==> src/rtl/flap_lift.sv <==
`default_nettype none
// +--------------------------------------------------------------------------+
// | Module      : flap_lift                                                  |
// | Description : Turns one-cycle flap pulses into the bird's vertical row.  |
// |               A flap starts a timed lift; gravity pulls the bird down    |
// |               one row per motion step; falling past row 0 latches crash. |
// | Revision    : 1.0  initial release                                       |
// +--------------------------------------------------------------------------+
module flap_lift #(
  parameter int ROWS       = 8,
  parameter int TICK_DIV   = 25,
  parameter int RISE_STEPS = 2,
  parameter int START_ROW  = 4
) (
  input  logic                    Clock,
  input  logic                    Reset,
  input  logic                    flap,
  input  logic                    enable,
  output logic [$clog2(ROWS)-1:0] row,
  output logic [ROWS-1:0]         row_onehot,
  output logic                    rising,
  output logic                    crashed
);

  localparam int c_ROW_W  = $clog2(ROWS);
  localparam int c_PRE_W  = (TICK_DIV > 1) ? $clog2(TICK_DIV) : 1;
  localparam int c_RISE_W = $clog2(RISE_STEPS + 1);

  localparam logic [c_ROW_W-1:0]  c_TOP       = c_ROW_W'(ROWS - 1);
  localparam logic [c_ROW_W-1:0]  c_START     = c_ROW_W'(START_ROW);
  localparam logic [c_PRE_W-1:0]  c_PRE_LAST  = c_PRE_W'(TICK_DIV - 1);
  localparam logic [c_RISE_W-1:0] c_RISE_LOAD = c_RISE_W'(RISE_STEPS);
  localparam logic [c_RISE_W-1:0] c_RISE_ONE  = c_RISE_W'(1);

  typedef enum logic [1:0] {
    S_FALL    = 2'd0,
    S_RISE    = 2'd1,
    S_CRASHED = 2'd2
  } state_t;

  state_t              r_state;
  logic [c_PRE_W-1:0]  r_prescale;
  logic [c_RISE_W-1:0] r_rise_left;

  logic                w_active;
  logic                w_step;
  logic [c_ROW_W-1:0]  w_row_up;
  logic [c_ROW_W-1:0]  w_row_dn;

  function automatic logic [ROWS-1:0] f_onehot(input logic [c_ROW_W-1:0] r);
    f_onehot = ROWS'(1) << r;
  endfunction

  // Motion-step strobe and the candidate rows one step up (saturating) and down.
  always_comb begin
    w_active = enable && (r_state != S_CRASHED);
    w_step   = enable && (r_prescale == c_PRE_LAST);
    w_row_up = (row == c_TOP) ? row : row + c_ROW_W'(1);
    w_row_dn = row - c_ROW_W'(1);
  end

  // Prescaler, lift/fall/crash state machine and registered outputs.
  always_ff @(posedge Clock) begin
    if (Reset) begin
      r_state     <= S_FALL;
      r_prescale  <= '0;
      r_rise_left <= '0;
      row         <= c_START;
      row_onehot  <= f_onehot(c_START);
      rising      <= 1'b0;
      crashed     <= 1'b0;
    end else if (w_active) begin
      // The prescaler wraps on a step even when a flap takes priority.
      r_prescale <= w_step ? '0 : r_prescale + c_PRE_W'(1);
      case (r_state)
        S_FALL: begin
          if (flap) begin
            r_state     <= S_RISE;
            r_rise_left <= c_RISE_LOAD;
            rising      <= 1'b1;
          end else if (w_step) begin
            if (row == '0) begin
              // Falling out of the bottom row is the crash; row stays 0.
              r_state <= S_CRASHED;
              crashed <= 1'b1;
            end else begin
              row        <= w_row_dn;
              row_onehot <= f_onehot(w_row_dn);
            end
          end
        end
        S_RISE: begin
          if (flap) begin
            // Retrigger: a new flap restarts the full lift.
            r_rise_left <= c_RISE_LOAD;
          end else if (w_step) begin
            row         <= w_row_up;
            row_onehot  <= f_onehot(w_row_up);
            r_rise_left <= r_rise_left - c_RISE_W'(1);
            if (r_rise_left == c_RISE_ONE) begin
              r_state <= S_FALL;
              rising  <= 1'b0;
            end
          end
        end
        default: begin
          // Unused encoding: recover into normal falling.
          r_state <= S_FALL;
          rising  <= 1'b0;
          crashed <= 1'b0;
        end
      endcase
    end
  end

endmodule
`default_nettype wire

==> config.mk <==
export PLATFORM = sky130hd
export DESIGN_NAME = flap_lift
export DESIGN_NICKNAME = d
export VERILOG_FILES = /design/src/rtl/flap_lift.sv
export SDC_FILE = /design/constraint.sdc
export NUM_CORES = 1
export LEC_CHECK = 0
export CORE_ASPECT_RATIO = 1.4
export CORE_MARGIN = 4
export CORE_UTILIZATION = 55
export CTS_BUF_LIST = sky130_fd_sc_hd__clkbuf_8
export DETAILED_ROUTE_END_ITERATION = 10
export PLACE_DENSITY = 0.8
export SETUP_SLACK_MARGIN = 0.05
export SYNTH_ARGS = -nofsm -noshare
export SYNTH_HDL_FRONTEND = slang
export SYNTH_SLANG_ARGS = --single-unit
==> constraint.sdc <==
create_clock -name Clock -period 1.9 [get_ports Clock]
set_input_delay 0.57 -clock Clock [delete_from_list [all_inputs] [get_ports Clock]]
set_output_delay 0.57 -clock Clock [all_outputs]
set_load 0.01 [all_outputs]
# [After elaboration in Yosys (flattened, before gate mapping)]
# Index checks and enable logic that the tools add are counted.
[op_classes] addsub=4 multipliers=0 div=0 order_cmp=0 eq_ne=16 n_shift=2 n_mux=34 bitwise_logic=1 reduce_logical=10
[ops] operator="8-bit two-way mux" n=5
[ops] operator="2-bit two-way mux" n=9
[ops] operator="3-bit two-way mux" n=6
[ops] operator="2-bit inequality test (second input constant)" n=9
[ops] operator="8-bit one-hot mux with 2 select lines" n=1
[ops] operator="1-bit by 3-bit << shifter with 8-bit output (first input constant)" n=2
[ops] operator="5-bit AND reduction" n=2
[ops] operator="3-bit inequality test (second input constant)" n=3
[ops] operator="2-bit one-hot mux with 2 select lines" n=2
[ops] operator="1-bit two-way mux" n=7
[ops] operator="7-bit AND reduction" n=1
[ops] operator="3-bit one-hot mux with 2 select lines" n=1
[ops] operator="6-bit AND reduction" n=1
[ops] operator="5-bit by 1-bit adder with 5-bit output (second input constant)" n=1
[ops] operator="5-bit == test (second input constant)" n=1
[ops] operator="5-bit two-way mux" n=1
[ops] operator="2-bit by 1-bit == test with 1-bit output (second input constant)" n=2
[ops] operator="1-bit one-hot mux with 2 select lines" n=2
[ops] operator="4-bit AND reduction" n=1
[ops] operator="3-bit by 1-bit adder with 3-bit output (second input constant)" n=1
[ops] operator="3-bit == test (second input constant)" n=1
[ops] operator="3-bit logical NOT" n=1
[ops] operator="3-bit by 1-bit subtractor with 3-bit output (second input constant)" n=1
[ops] operator="1-bit logical AND" n=2
[ops] operator="other kinds (4)" n=4
[word_totals] ff_bits=22 latchBits=0 mem_bits_rw=0 rom_bits=0 out_inout_bits=13 wordCells=74 memories=0

# [Logic depth before layout (Yosys ltp)]
[logic_depth] ltp_word=6 mapped_depth=8

# [Least setup slack after synthesis]
# OpenSTA, ideal clock, no wires.
[synth_timing] kind="flip-flop to flip-flop" from="register row[0]" to="register row_onehot[0]" setup_time_ps=101 arrival_ps=1654 required_ps=1799 setup_slack_ps=145 path_stages_with_launch=7 path_buffers=0 path_cell_list="dfxtp_1 > inv_1 > ha_1 > a21boi_0 > a311o_1 > and2_1 > o41ai_1"
[synth_between] elab_chain_len=6 word_cells_on_any_way=15 cone_classes="2 x add/sub; 2 x eq/ne; 2 x shift; 7 x mux; 2 x reduce/logical"
[synth_rtl] item="from (decl)" line="19" text="output logic [$clog2(ROWS)-1:0] row,"
[synth_rtl] item="from (signal assigned)" line="68" text="row <= c_START;"
[synth_rtl] item="from (signal assigned)" line="87" text="row <= w_row_dn;"
[synth_rtl] item="from (signal assigned)" line="97" text="row <= w_row_up;"
[synth_rtl] item="3-bit by 1-bit adder with 3-bit output, or another cell as far along" line="58" text="w_row_up = (row == c_TOP) ? row : row + c_ROW_W'(1);"
[synth_rtl] item="3-bit two-way mux / 1-bit by 3-bit << shifter with 8-bit output (equally long branches)" line="58, 51"
[synth_rtl] item="1-bit by 3-bit << shifter with 8-bit output / 8-bit two-way mux (equally long branches)" line="51, 82"
[synth_rtl] item="8-bit two-way mux (on tied branches)" line="96, 81"
[synth_rtl] item="8-bit two-way mux (on tied branches)" line="93, 77"
[synth_rtl] item="8-bit one-hot mux with 2 select lines" line="75" text="case (r_state)"
[synth_rtl] item="to (signal assigned)" line="69" text="row_onehot <= f_onehot(c_START);"
[synth_rtl] item="to (signal assigned)" line="88" text="row_onehot <= f_onehot(w_row_dn);"
[synth_rtl] item="to (signal assigned)" line="98" text="row_onehot <= f_onehot(w_row_up);"
[synth_rtl] item="to (decl)" line="20" text="output logic [ROWS-1:0] row_onehot,"
# Parallel ways exist; a longest one is shown, timed or not. The select of a mux whose other input is x is not followed.
# A chain may end at the register's enable or synchronous reset.

# [Worst setup path in the final report]
[layout_timing] from="register row[2]" to="output row[2]"
# No word-level cell between the ends.

==> out/metrics.yaml <==
status: "complete, no violations"
via_count: 1085
finalPower_uw: 894
cpPeakStageDelay_ns: 0.54
grt_max_degree: 16
slew_headroom_pct: 78.9
clock_latency_ns: 0.26
start_util_pct: 58.8
drtIter0Drc: 22
cts_htree_levels: 1
cts_hold_buf: 0
wire_per_inst_um: 14.8
hold_viol: 0
overflow: 0
die_w_um: 47.3
hpwlAfterDp_um: 1950
routed_wl_um: 2720
syn_area_mm2: 0.00119
synth_seq_cells: 22
cp_num_cells: 1
ant_nets: 0
finalClockSkew_ns: 0.00280
drc: 0
cp_max_fo: 9
syn_to_final_growth_pct: 30.5
grtUsageMet2_pct: 34.1
grtUsageMet3_pct: 2.88
core.rowCount: 19
irDropWorstVdd_v: 0.000428
path_cells: "clkdlybuf4s50_1"
ys_warn_count: 0
post-route-util_pct: 76.7
grt-busiest-layer: "met2"
layout_worst_path_cycle_share_pct: 93.2
finalSetupViolCount: 0
synth_nets: 148
post-place-ws_ns: -0.243
cp-end-kind: "primary output"
tightest_slew_ns: 0.316
start_kind: "register"
grt_pass1_wl_um: 4600
crit_slowest_cell: "clkdlybuf4s50_1"
cts_tree: "done"
syn_area_per_cell_um2: 8.60
via_per_inst: 5.90
grt_pass1_vias: 1071
cts.sinks: 22
place.gp.congestion: 0.833
syn_inst: 138
dieArea_mm2: 0.00298
drive_gt1_share_pct: 19.6
crit_buf_inv: 1
fin_area_mm2: 0.00155
hp-class: "register to register"
critPathTopFamily: "buffers and inverters"
cts_root_buffer: "clkbuf_8"
grtUsageMet1_pct: 23.3
clockBufferDepth: 2
cap_viol_max_count: 0
stdcell_count: 184
fin_ws_ns: 0.129
leakagePower_nw: 0.628
cp_data_required_time_ns: 1.33
clk_pin_slew_worst_paths_ns: 0.08
die_height_um: 63.0
min_period_ns: 1.77
yosysSeqAreaShare_pct: 37.1
synth_cell_types: 40
synth-main-ff-cell: "dfxtp_1"
post_dp_cell_area_mm2: 0.00144
synth_edf_count: 0
drv_slew: 0
pin_count: 17
place.port_buffers: 16
rsz0062_at_grt: "true"
timing.fmax_mhz: 565
numCtsBuffers: 3
dr.pass1.iters: 4
async_flop_share_pct: 0
arrival_ns: 1.20
min_path_cells: 2
core_mm2: 0.00202
nets: 174
pwr_density_cell_mw_per_mm2: 577
antenna_found_initial: 0
dp.cells: 179
diodes: 0
r2r_cells: 7
crit_type: "register to primary output"
grt_usage_pct: 20.7
==> cells in the mapped netlist, types with 2 or more instances <==
cell type,n,area (µm²)
dfxtp_1,22,440
a21oi_1,10,50.1
nand2_1,10,37.5
nor2_1,9,33.8
nand3b_1,8,60.1
clkbuf_1,6,22.5
ha_1,6,75.1
inv_1,6,22.5
nand3_1,5,25.0
nand2b_1,4,25.0
o21ai_0,4,20.0
o31ai_1,4,30.0
or3_1,4,25.0
and2_1,3,18.8
nand4b_1,3,26.3
xor2_1,3,26.3
a31oi_1,2,12.5
and4b_1,2,20.0
buf_4,2,15.0
nand4_1,2,12.5
nor3_1,2,10.0
o41ai_1,2,17.5
xnor2_1,2,17.5
==> through the flow <==
step | hold slack, ns | TNS, ns
floorplan | 0.461 | 0
global placement | 0.465 | -2.07
detailed placement | 0.466 | -2.56
CTS | 0.488 | 0
global route | 0.508 | 0
finish | 0.486 | 0
==> cells in the final DEF, fill, tap and decap left out, types with 2 or more instances in the layout <==
master,Yosys,routed
clkbuf_8,0,4
a31oi_1,2,2
xor2_1,3,3
nand3_1,5,4
ha_1,6,6
a21oi_1,10,9
nand3b_1,8,8
nor2_1,9,9
o41ai_2,0,2
buf_4,2,14
nand2_1,10,10
inv_1,6,6
dfxtp_1,22,19
o31ai_1,4,4
nand4b_1,3,3
nand2b_1,4,4
nand4_1,2,2
o21ai_0,4,4
xnor2_1,2,2
clkdlybuf4s50_1,0,13
dfxtp_4,0,2
dlymetal6s2s_1,0,3
or3_1,4,4
and2_1,3,2
nor3_1,2,2
==> where the power goes <==
part,internal [mW],switching [mW]
sequential,0.466,0.00679
combinational,0.0423,0.0459
clock,0.185,0.148
==> state kept, by name, summed over array words and instances, names as in the netlist <==
signal,flops
crashed,1
r_rise_left,2
row_onehot,8
r_state,2
row,3
rising,1
r_prescale,5
==> final timing paths <==
kind                                                 start                         end  slack (ns)
worst max register to register  r_prescale[0]$_SDFFE_PP0P_  r_prescale[0]$_SDFFE_PP0P_        0.17
worst max-delay path                   row[2]$_SDFFE_PP1P_                      row[2]        0.13
worst min-delay path            row_onehot[3]$_SDFFE_PP0P_  row_onehot[3]$_SDFFE_PP0P_        0.49
worst min register to register  row_onehot[3]$_SDFFE_PP0P_  row_onehot[3]$_SDFFE_PP0P_        0.49
==> layout make-up <==
cell class,count,area [µm²]
multi-input combinational,100,703
fill,156,472
sequential,22,449
timing repair buffer,31,293
clock buffer,4,55.1
tap,21,26.3
inverter,6,22.5
==> repair_timing <==
action,CTS,global route
gates cloned,0,0
resized for setup,2,12
pin swaps,0,4
endpoints found under the setup margin,2,13
buffers inserted,0,1
==> metal layers <==
layer  up-vias  share of wire (%)
met5         -                  0
met4         0                4.1
met3        14                3.2
met2        28                 51
met1       499                 42
li1        544                  -
==> logic make-up after synthesis <==
family	after synthesis	synth area share, %
and+or+nand+nor	57	27.8
AOI/OAI and AO/OA	30	17.0
DFF	22	37.1
buffers and inverters	16	5.90
adders and majority gates	6	6.32
xor gates and xnor gates	5	3.69
muxes	2	2.21
Note: power is estimated with default switching activity, not from simulation.
